### config.mk
export PLATFORM = sky130hd
export DESIGN_NAME = dms_cp_prog
export DESIGN_NICKNAME = d
export VERILOG_FILES = /design/src/rtl/dms_cp_prog.sv
export SDC_FILE = /design/constraint.sdc
export NUM_CORES = 1
export LEC_CHECK = 0
export ABC_AREA = 0
export ABC_CLOCK_PERIOD_IN_PS = 9590
export BUFFER_PORTS_ARGS = -buffer_cell sky130_fd_sc_hd__buf_2
export CORE_UTILIZATION = 46
export CTS_BUF_LIST = sky130_fd_sc_hd__clkbuf_8
export CTS_CLUSTER_SIZE = 25
export DETAILED_ROUTE_END_ITERATION = 10
export PLACE_DENSITY = 0.9
export SLEW_MARGIN = 5
export SYNTH_ARGS = -nofsm -noshare
export SYNTH_HDL_FRONTEND = slang
export SYNTH_SLANG_ARGS = --single-unit
### constraint.sdc
create_clock -name clk -period 9.59 [get_ports clk]
set_input_delay 1.918 -clock clk [delete_from_list [all_inputs] [get_ports clk]]
set_output_delay 1.918 -clock clk [all_outputs]
set_load 0.01 [all_outputs]
### src/rtl/dms_cp_prog.sv
// dms_cp_prog: programmable-current charge pump for the DMS CDR loop.
// Binary-weighted current DAC (i_active * I_LSB_NA) with a clocked soft-start ramp,
// per-direction compliance gating and an optional stuck-pulse limiter.
// Build option: define DMS_CP_PULSE_LIMIT_EN to compile in the stuck-pulse limiter;
// without it up_blk/dn_blk are constant 0 and pulse_err is tied to 0.
// The cp_out electrical node is carried as fixed-point quantities: node voltage in mV
// (cp_out_v) and load resistance in ohm (cp_out_r) come in, source current magnitudes
// (cp_up_i, cp_dn_i) and the net current into the node (cp_out_i) go out, all in nA.
module dms_cp_prog #(
  parameter int unsigned V_VDD_MV    = 3000,   // up-source supply, 3.0 V
  parameter int unsigned N_BITS      = 4,
  parameter int unsigned I_LSB_NA    = 10000,  // 1e-5 A per code LSB
  parameter int unsigned RAMP_DIV    = 8,      // >= 1
  parameter int unsigned MAX_PULSE   = 16,     // >= 2
  parameter int unsigned V_MARGIN_MV = 100,    // 0.1 V headroom to either rail
  parameter int unsigned R_MAX_OHM   = 1000
) (
  input  logic               clk,
  input  logic               rst,
  input  logic               en,
  input  logic               up,
  input  logic               down,
  input  logic [N_BITS-1:0]  i_code,
  input  logic [15:0]        cp_out_v,
  input  logic [31:0]        cp_out_r,
  output logic [31:0]        cp_up_i,
  output logic [31:0]        cp_dn_i,
  output logic signed [31:0] cp_out_i,
  output logic [N_BITS-1:0]  i_active,
  output logic               ramp_done,
  output logic               up_sat,
  output logic               dn_sat,
  output logic               pulse_err
);

  localparam int unsigned DIV_W = (RAMP_DIV > 1) ? $clog2(RAMP_DIV) : 1;
  localparam logic [DIV_W-1:0] DIV_LAST = DIV_W'(RAMP_DIV - 1);
  localparam logic [31:0] UP_V_LIM = 32'(V_VDD_MV - V_MARGIN_MV);
  localparam logic [31:0] DN_V_LIM = 32'(V_MARGIN_MV);
  localparam logic [31:0] R_LIM    = 32'(R_MAX_OHM);

  typedef enum logic [1:0] {StIdle, StRamp, StLocked} state_t;

  state_t            state_q;
  logic [DIV_W-1:0]  div_q;
  logic [N_BITS-1:0] step_code;
  logic              up_ok;
  logic              dn_ok;
  logic              up_blk;
  logic              dn_blk;
  logic [31:0]       mag;
  logic [31:0]       v_ext;

  // Compliance: each source needs headroom to its rail and a bounded load
  always_comb begin
    v_ext = {16'd0, cp_out_v};
    up_ok = (v_ext <= UP_V_LIM) && (cp_out_r <= R_LIM);
    dn_ok = (v_ext >= DN_V_LIM) && (cp_out_r <= R_LIM);
  end

  // Source currents follow up/down combinationally; everything is off during reset
  always_comb begin
    mag     = 32'(i_active) * I_LSB_NA;
    cp_up_i = (up && up_ok && !up_blk && !rst) ? mag : 32'd0;
    cp_dn_i = (down && dn_ok && !dn_blk && !rst) ? mag : 32'd0;
  end

  assign cp_out_i = $signed(cp_up_i) - $signed(cp_dn_i);

  // One LSB toward the target; moving toward an in-range target can never wrap
  always_comb begin
    step_code = i_active;
    if (i_code > i_active) begin
      step_code = i_active + 1'b1;
    end else if (i_code < i_active) begin
      step_code = i_active - 1'b1;
    end
  end

  // Soft-start FSM: ramp i_active toward i_code one LSB per RAMP_DIV clocks
  always_ff @(posedge clk or posedge rst) begin
    if (rst) begin
      state_q   <= StIdle;
      div_q     <= '0;
      i_active  <= '0;
      ramp_done <= 1'b0;
    end else if (!en) begin
      state_q   <= StIdle;
      div_q     <= '0;
      i_active  <= '0;
      ramp_done <= 1'b0;
    end else begin
      unique case (state_q)
        StIdle: begin
          div_q <= '0;
          if (i_code == '0) begin
            state_q   <= StLocked;
            ramp_done <= 1'b1;
          end else begin
            state_q <= StRamp;
          end
        end
        StRamp: begin
          // Target is re-read at every step, so i_code changes apply without restarting the divider
          if (div_q == DIV_LAST) begin
            div_q    <= '0;
            i_active <= step_code;
            if (step_code == i_code) begin
              state_q   <= StLocked;
              ramp_done <= 1'b1;
            end
          end else begin
            div_q <= div_q + 1'b1;
          end
        end
        StLocked: begin
          if (i_code != i_active) begin
            state_q   <= StRamp;
            div_q     <= '0;
            ramp_done <= 1'b0;
          end
        end
        default: begin
          state_q   <= StIdle;
          div_q     <= '0;
          i_active  <= '0;
          ramp_done <= 1'b0;
        end
      endcase
    end
  end

  // Saturation flags: request present but source gated by compliance
  always_ff @(posedge clk or posedge rst) begin
    if (rst) begin
      up_sat <= 1'b0;
      dn_sat <= 1'b0;
    end else begin
      up_sat <= up & ~up_ok;
      dn_sat <= down & ~dn_ok;
    end
  end

`ifdef DMS_CP_PULSE_LIMIT_EN
  localparam int unsigned CNT_W = $clog2(MAX_PULSE + 1);
  localparam logic [CNT_W-1:0] CNT_MAX = CNT_W'(MAX_PULSE);

  logic [CNT_W-1:0] up_cnt_q;
  logic [CNT_W-1:0] dn_cnt_q;

  // Stuck-pulse limiter: block a direction once it has been high MAX_PULSE samples in a row
  always_ff @(posedge clk or posedge rst) begin
    if (rst) begin
      up_cnt_q  <= '0;
      dn_cnt_q  <= '0;
      up_blk    <= 1'b0;
      dn_blk    <= 1'b0;
      pulse_err <= 1'b0;
    end else if (!en) begin
      up_cnt_q  <= '0;
      dn_cnt_q  <= '0;
      up_blk    <= 1'b0;
      dn_blk    <= 1'b0;
      pulse_err <= 1'b0;
    end else begin
      if (up) begin
        if (up_cnt_q != CNT_MAX) up_cnt_q <= up_cnt_q + 1'b1;
        if (up_cnt_q == CNT_MAX) up_blk <= 1'b1;
      end else begin
        up_cnt_q <= '0;
        up_blk   <= 1'b0;
      end
      if (down) begin
        if (dn_cnt_q != CNT_MAX) dn_cnt_q <= dn_cnt_q + 1'b1;
        if (dn_cnt_q == CNT_MAX) dn_blk <= 1'b1;
      end else begin
        dn_cnt_q <= '0;
        dn_blk   <= 1'b0;
      end
      // Sticky until reset or disable
      if ((up && (up_cnt_q == CNT_MAX)) || (down && (dn_cnt_q == CNT_MAX))) begin
        pulse_err <= 1'b1;
      end
    end
  end
`else
  assign up_blk    = 1'b0;
  assign dn_blk    = 1'b0;
  assign pulse_err = 1'b0;
`endif

endmodule
==> impl_metrics.yaml, run 1 <==
grt:
  grt.total_usage_pct: 22.5
  gr-total-overflow: 0
  grt_pass1_wl_mm: 11.3
  grt_pass1_vias: 2536
  antenna_found_initial: 0
  grt_max_degree: 15
route:
  avgViaCountPerCell: 5.30
  initialDrtViolationCount: 175
  wl_mm: 6.90
  wl_per_cell_um: 13.2
  drtPass1Iterations: 4
  ant_nets: 0
  dr_total_vias: 2775
  drc: 0
sta:
  layout_setup_ws_ps: 1570
  fin_worst_skew_ps: 4.23
  hold_viol: 0
  fin_setup_tns_ps: 0
  max_slew_margin_pct: 53.9
  fin_crit_ps: 8020
  finalSetupViolations: 0
  finalMaxSlewViolations: 0
  worst_slew_pin_slew_ps: 684
  fmax_mhz: 125
  fin_hold_ws_ps: 552
  post-route-period-util_pct: 83.7
  rsz0062_at_grt: "false"
logic_synthesis:
  yosys.area_share.xor_xnor_pct: 7.45
  synth_compound_gate_area_share_pct: 19.3
  synthFlopType: "dfrtp_1"
  synthAdderAreaFrac_pct: 19.6
  syn_area_um2: 2700
  netlist.area_leader.share_pct: 16.7
  synth_mux_area_share_pct: 0.370
  synth_top_family_by_area: "simple AND/OR/NAND/NOR gates"
  ys_ff_latch: 12
  synth_edf_count: 0
  syn_area_per_cell_um2: 7.70
  synth_area_leader_cell: "ha_1"
  synth-seq-area-share_pct: 11.1
  synth_area_leaders: "ha_1, buf_4, dfrtp_1"
  synthCells: 351
  async_flop_share_pct: 100
  yosys.area_share.simple_pct: 23.0
  synth_cell_types: 56
  yosys_warnings: 0
critical_path:
  startpoint: "cp_out_r[10]"
  r2r_slack_ps: 6760
  required_ps: 7670
  reg2reg_depth: 8
  r2r_start: "i_active[1]"
  crit_end: "cp_out_i[21]"
  end_kind: "output port"
  path_max_fanout: 14
  cp_data_arrival_time_ps: 6110
  crit_type: "input port to output port"
  r2r-end: "ramp_done"
  start_kind: "input port"
flow_run:
  cap_violations: 0
cts:
  insertion_delay_ps: 250
  postCtsHoldBufs: 0
  clockBufferDepth: 2
  cts_tree: "built"
  htree_levels: 1
  clock-sinks: 12
  cts_resized: 0
  clk_pin_slew_ps: 60
  cts_buffers: 3
  cts_root_buffer: "clkbuf_8"
  cts_setup_buffers: 0
worst_hold_path:
  hp-class: "flop to flop"
  hp-start: "div_q[2]"
die:
  die_y_um: 78.7
  rows: 27
  initial_core_util_pct: 48.5
  die_area_um2: 6190
  die_w_um: 78.7
  io_pins: 161
  coreArea_um2: 5570
power_and_ir_drop:
  combPwrFrac_pct: 26.4
  power.density_nw_per_um2: 47.2
  swShare_pct: 29.8
  power.switching_uw: 44.2
  max-vdd-ir-drop_mv: 0.0501
  clkPwrFrac_pct: 37.7
  p_leak_uw: 0.00175
  seq_power_share_pct: 35.9
  intPower_uw: 104
finish:
  final_util_pct: 56.4
  drive_gt1_share_pct: 29.4
  antenna_cells: 0
  layout.nets: 550
  area_delta_synth_final_pct: 16.2
outcome:
  outcome: "complete, no violations"
placement:
  numPortBuffers: 119
  place_ws_ps: 1580
  place.gp.congestion: 0.867
  hpwlAfterDp_mm: 5.84
## registers in the layout (all words and copies together) (netlist names)
signal,count
i_active,4
div_q,3
state_q,2
dn_sat,1
ramp_done,1
up_sat,1
## cells by family after synthesis
kind of cell,count (synthesis)
AND/OR/NAND/NOR,117
AO/OA/AOI/OAI,79
buffers and inverters,78
adder cells (fa/ha/maj),40
XOR/XNOR,23
flip-flops,12
other,1
multiplexers,1
## worst max-delay path, cell delays in order
cell and delay (ps):
buf_2 100, or4_4 520, nor4_2 230, o31a_2 250, nand4_1 460, nor2_1 380
ha_1 250, inv_1 60, fa_1 400, a21o_1 190, a21oi_1 270, o21a_1 180
o21ai_0 100, a21oi_1 250, o21a_1 350, buf_2 200
## power groups by stage
| stage | Sequential, uW | Clock [uW] | Combinational, uW |
|---|---|---|---|
| after floorplan | 53.5 | 0 | 34.9 |
| after global placement | 54.0 | 0 | 37.7 |
| after detailed placement | 54.1 | 0 | 38.9 |
| final | 53.2 | 55.9 | 39.2 |
| after global routing | 53.3 | 59.6 | 43.8 |
| after CTS | 53.2 | 57.2 | 39.0 |
## metal layers
| layer | track usage, % | part of all wire, % |
|---|---|---|
| met1 | 25.5 | 39 |
| met3 | 2.09 | 7.3 |
| met2 | 42.6 | 51 |
| met5 | 0 | 0 |
| met4 | 9.07 | 2.7 |
## cells in the mapped netlist (all sizes together), types with 2 or more instances
cell,n
buf,59
ha,36
nor2,33
a21oi,22
nand2,20
inv,16
xnor2,15
o21ai,14
dfrtp,12
o21a,10
and2,9
xor2,8
a21o,7
nand2b,7
nor3,7
nand3,6
nor2b,6
nor4,6
or2,6
nand4,5
fa,4
clkbuf,3
or4,3
a2111oi,2
a211oi,2
a31o,2
a31oi,2
and4,2
and4b,2
nand4b,2
o211ai,2
o21bai,2
o22ai,2
o311ai,2
o31ai,2
or3,2
## layout by cell type (no fill, tap or decap), drive strengths merged, types with 3 or more instances in the layout
cell / count
buf: 119
conb: 41
ha: 36
nor2: 33
a21oi: 22
nand2: 20
inv: 16
xnor2: 15
o21ai: 14
dfrtp: 12
o21a: 10
and2: 9
xor2: 8
nor3: 7
a21o: 7
nand2b: 7
nor2b: 6
nand3: 6
nor4: 6
or2: 6
nand4: 5
fa: 4
clkbuf: 4
or4: 3
## per-stage QoR
step	power (uW)	std cells	instance area (um2)
2_1_floorplan	88.5	391	2850
3_3_place_gp	91.7	520	3090
3_5_place_dp	92.9	520	3090
4_1_cts	149	524	3140
5_1_grt	157	524	3140
6_report	148	524	3140
## how the worst min path moves through the flow
| stage | cells past startpoint | endpoint | slack [ps] |
|---|---|---|---|
| floorplan | 2 | div_q[2] | 510 |
| global placement | 2 | div_q[2] | 530 |
| detailed placement | 2 | div_q[2] | 540 |
| CTS | 2 | div_q[2] | 560 |
| global route | 2 | div_q[2] | 610 |
| finish | 2 | div_q[2] | 550 |
## cell type report
cell class,count,area [um2]
clock buffers,4,55.1
well taps,72,90.1
flip-flops and latches,12,300
multi-input cells,301,2040
fillers,516,2430
repair buffers,119,596
inverters,16,60.1
Note: power is estimated with default switching activity, not from simulation.
==> run 2, diff against run 1 <==
--- a/config.mk
+++ b/config.mk
@@ -5,8 +5,8 @@
 export SDC_FILE = /design/constraint.sdc
 export NUM_CORES = 1
 export LEC_CHECK = 0
-export ABC_AREA = 0
-export ABC_CLOCK_PERIOD_IN_PS = 9590
+export ABC_AREA = 1
+export ABC_CLOCK_PERIOD_IN_PS = 8020
 export BUFFER_PORTS_ARGS = -buffer_cell sky130_fd_sc_hd__buf_2
 export CORE_UTILIZATION = 46
 export CTS_BUF_LIST = sky130_fd_sc_hd__clkbuf_8
==> constraint.sdc (replaced) <==
create_clock -name clk -period 8.02 [get_ports clk]
set_input_delay 1.604 -clock clk [delete_from_list [all_inputs] [get_ports clk]]
set_output_delay 1.604 -clock clk [all_outputs]
set_load 0.01 [all_outputs]
==> impl_metrics.yaml, run 2 <==
outcome:
  outcome: "complete, no violations"
die:
  io_pins: 161
  die_y_um: 78.4
  die_area_um2: 6150
  coreArea_um2: 5570
  rows: 27
  initial_core_util_pct: 48.2
  die_w_um: 78.4
placement:
  placedCellCount: 562
  hpwlAfterDp_mm: 5.14
  place.gp.congestion: 0.919
  numPortBuffers: 119
  place_area_um2: 3100
grt:
  antenna_found_initial: 0
  gr-total-overflow: 0
  gr-max-usage-layer: "met2"
  grt_max_degree: 15
  gr-usage-met3_pct: 2.56
  met1_usage_pct: 23.0
  grt.total_usage_pct: 19.6
  use_met2_pct: 38.0
  grt_pass1_vias: 2460
  grt_pass1_wl_mm: 10.1
power_and_ir_drop:
  p_leak_uw: 0.00189
  power.density_nw_per_um2: 69.9
  swShare_pct: 35.2
  seq_power_share_pct: 34.4
  power.switching_uw: 77.6
  intPower_uw: 143
  max-vdd-ir-drop_mv: 0.118
  clkPwrFrac_pct: 29.9
  combPwrFrac_pct: 35.7
route:
  avgViaCountPerCell: 4.70
  drtPass1Iterations: 4
  ant_nets: 0
  dr_total_vias: 2659
  wl_per_cell_um: 10.4
  wl_mm: 5.89
  drc: 0
  initialDrtViolationCount: 106
worst_hold_path:
  hp-class: "flop to flop"
  whs_endpoint: "ramp_done"
  hp-start: "ramp_done"
  hold_depth: 2
cts:
  cts_resized: 0
  cts_root_buffer: "clkbuf_8"
  clk_pin_slew_ps: 50
  cts_setup_buffers: 0
  postCtsHoldBufs: 0
  clock-sinks: 12
  htree_levels: 1
  clockBufferDepth: 2
  cts_buffers: 3
  insertion_delay_ps: 240
  cts_tree: "built"
finish:
  antenna_cells: 0
  nFillCells: 536
  drive_gt1_share_pct: 31.8
  area_delta_synth_final_pct: 17.5
  layout_common_cells: "buf_2, nand2_1, inv_1"
  largest_reg_flops: 4
  final_util_pct: 56.6
  layout.nets: 592
  design_area_um2: 3150
  multi_input_area_um2: 1870
  seqCellArea_um2: 300
  reg_top3: "i_active: 4 flops, div_q: 3 flops, state_q: 2 flops"
  final_common_cell: "buf_2"
  instances_no_fill: 566
  top_register: "i_active"
sta:
  hold_viol: 0
  fin_setup_tns_ps: 0
  worst_slew_pin_slew_ps: 634
  fin_worst_skew_ps: 1.13
  finalMaxSlewViolations: 0
  rsz0062_at_grt: "false"
  fmax_mhz: 146
  fin_crit_ps: 6850
  post-route-period-util_pct: 85.4
  finalSetupViolations: 0
  max_slew_margin_pct: 57.7
logic_synthesis:
  synthCells: 387
  ys_ff_latch: 12
  syn_area_per_cell_um2: 6.94
  yosys_warnings: 0
  synth-seq-area-share_pct: 11.2
  async_flop_share_pct: 100
  synthFlopType: "dfrtp_1"
  synth_most_common_cell: "nand2_1"
  synth_edf_count: 0
  synth_commonest_cells: "nand2_1, buf_4, inv_1"
  synth_area_leader_cell: "ha_1"
  synth_cell_types: 41
  synth_area_leaders: "ha_1, buf_4, dfrtp_1"
  netlist.area_leader.share_pct: 16.8
  syn_area_um2: 2690
critical_path:
  r2r-end: "ramp_done"
  r2r_start: "i_active[2]"
  reg2reg_depth: 16
  end_kind: "output port"
  cp_data_arrival_time_ps: 5240
  crit_type: "input port to output port"
  start_kind: "input port"
  required_ps: 6420
  r2r_slack_ps: 5400
  path_max_fanout: 14
flow_run:
  cap_violations: 0
## run 2: changes by cell type after synthesis, sizes merged, moves of 5 or more
| cell | change |
|---|---|
| o21a | -10 |
| nor2 | +11 |
| nor2b | -6 |
| or2 | -5 |
| nand3 | +24 |
| inv | +43 |
| and2 | -9 |
| nand2 | +45 |
| nand2b | -7 |
| xnor2 | -9 |
| a21o | -6 |
## run 2: stage by stage
stage          worst slack (ps)  power, uW  hold WS, ps
6_report                   1170        221          489
5_1_grt                     720        240          525
4_1_cts                    1130        222          501
3_5_place_dp               1130        156          488
3_3_place_gp               1260        151          457
2_1_floorplan              1450        141          464
## run 2: worst max path at each step
stage	startpoint	end	cells after the start
2_1_floorplan	cp_out_r[22]	cp_out_i[19]	17
3_3_place_gp	cp_out_r[23]	cp_out_i[20]	19
3_5_place_dp	cp_out_r[23]	cp_out_i[18]	19
4_1_cts	cp_out_r[23]	cp_out_i[18]	19
5_1_grt	cp_out_r[0]	cp_out_i[28]	19
6_report	cp_out_r[23]	cp_out_i[18]	19
## run 2: cells by family (layout without fill, tap and decap cells)
group	after synthesis	in the layout	share of synthesized area, %
AO/OA/AOI/OAI	42	42	9.13
XOR/XNOR	18	18	5.87
adder cells (fa/ha/maj)	40	40	19.8
flip-flops	12	12	11.2
other	1	41	0.140
buffers and inverters	118	185	24.7
AND/OR/NAND/NOR	156	156	29.3
## run 2: layout make-up
cell class,instances,area share [%]
Multi-Input combinational cell,297,59.4
Tap cell,72,2.86
Clock buffer,4,1.75
Timing Repair Buffer,121,19.4
Sequential cell,12,9.52
Inverter,60,7.14
## run 2: critical path, stage by stage
cell     delay [ps]
buf_2           110
nor4_2          270
nand4_1         150
nor3_2          200
nand4_2         100
buf_4           240
nor2_1          220
ha_1            180
inv_1            60
fa_1            400
nand3_1         110
nand3_1         130
a21oi_1         250
o21ai_1         130
nand3_1          80
nand2_1          70
a21o_1          170
a21oi_1         500
buf_2           250
## run 2: power by group through the flow
stage          combinational (uW)  clock, uW  sequential (uW)
3_3_place_gp                 75.0          0             76.5
3_5_place_dp                 78.5          0             77.0
2_1_floorplan                64.1          0             77.3
5_1_grt                      91.4       71.7             77.0
4_1_cts                      78.6       67.8             76.0
6_report                     78.7       66.0             75.9
## run 2: layer usage
layer	up-vias	part of all wire, %
li1	1369	-
met1	1191	44
met2	94	51
met3	5	5.0
met4	0	0.39
met5	-	0
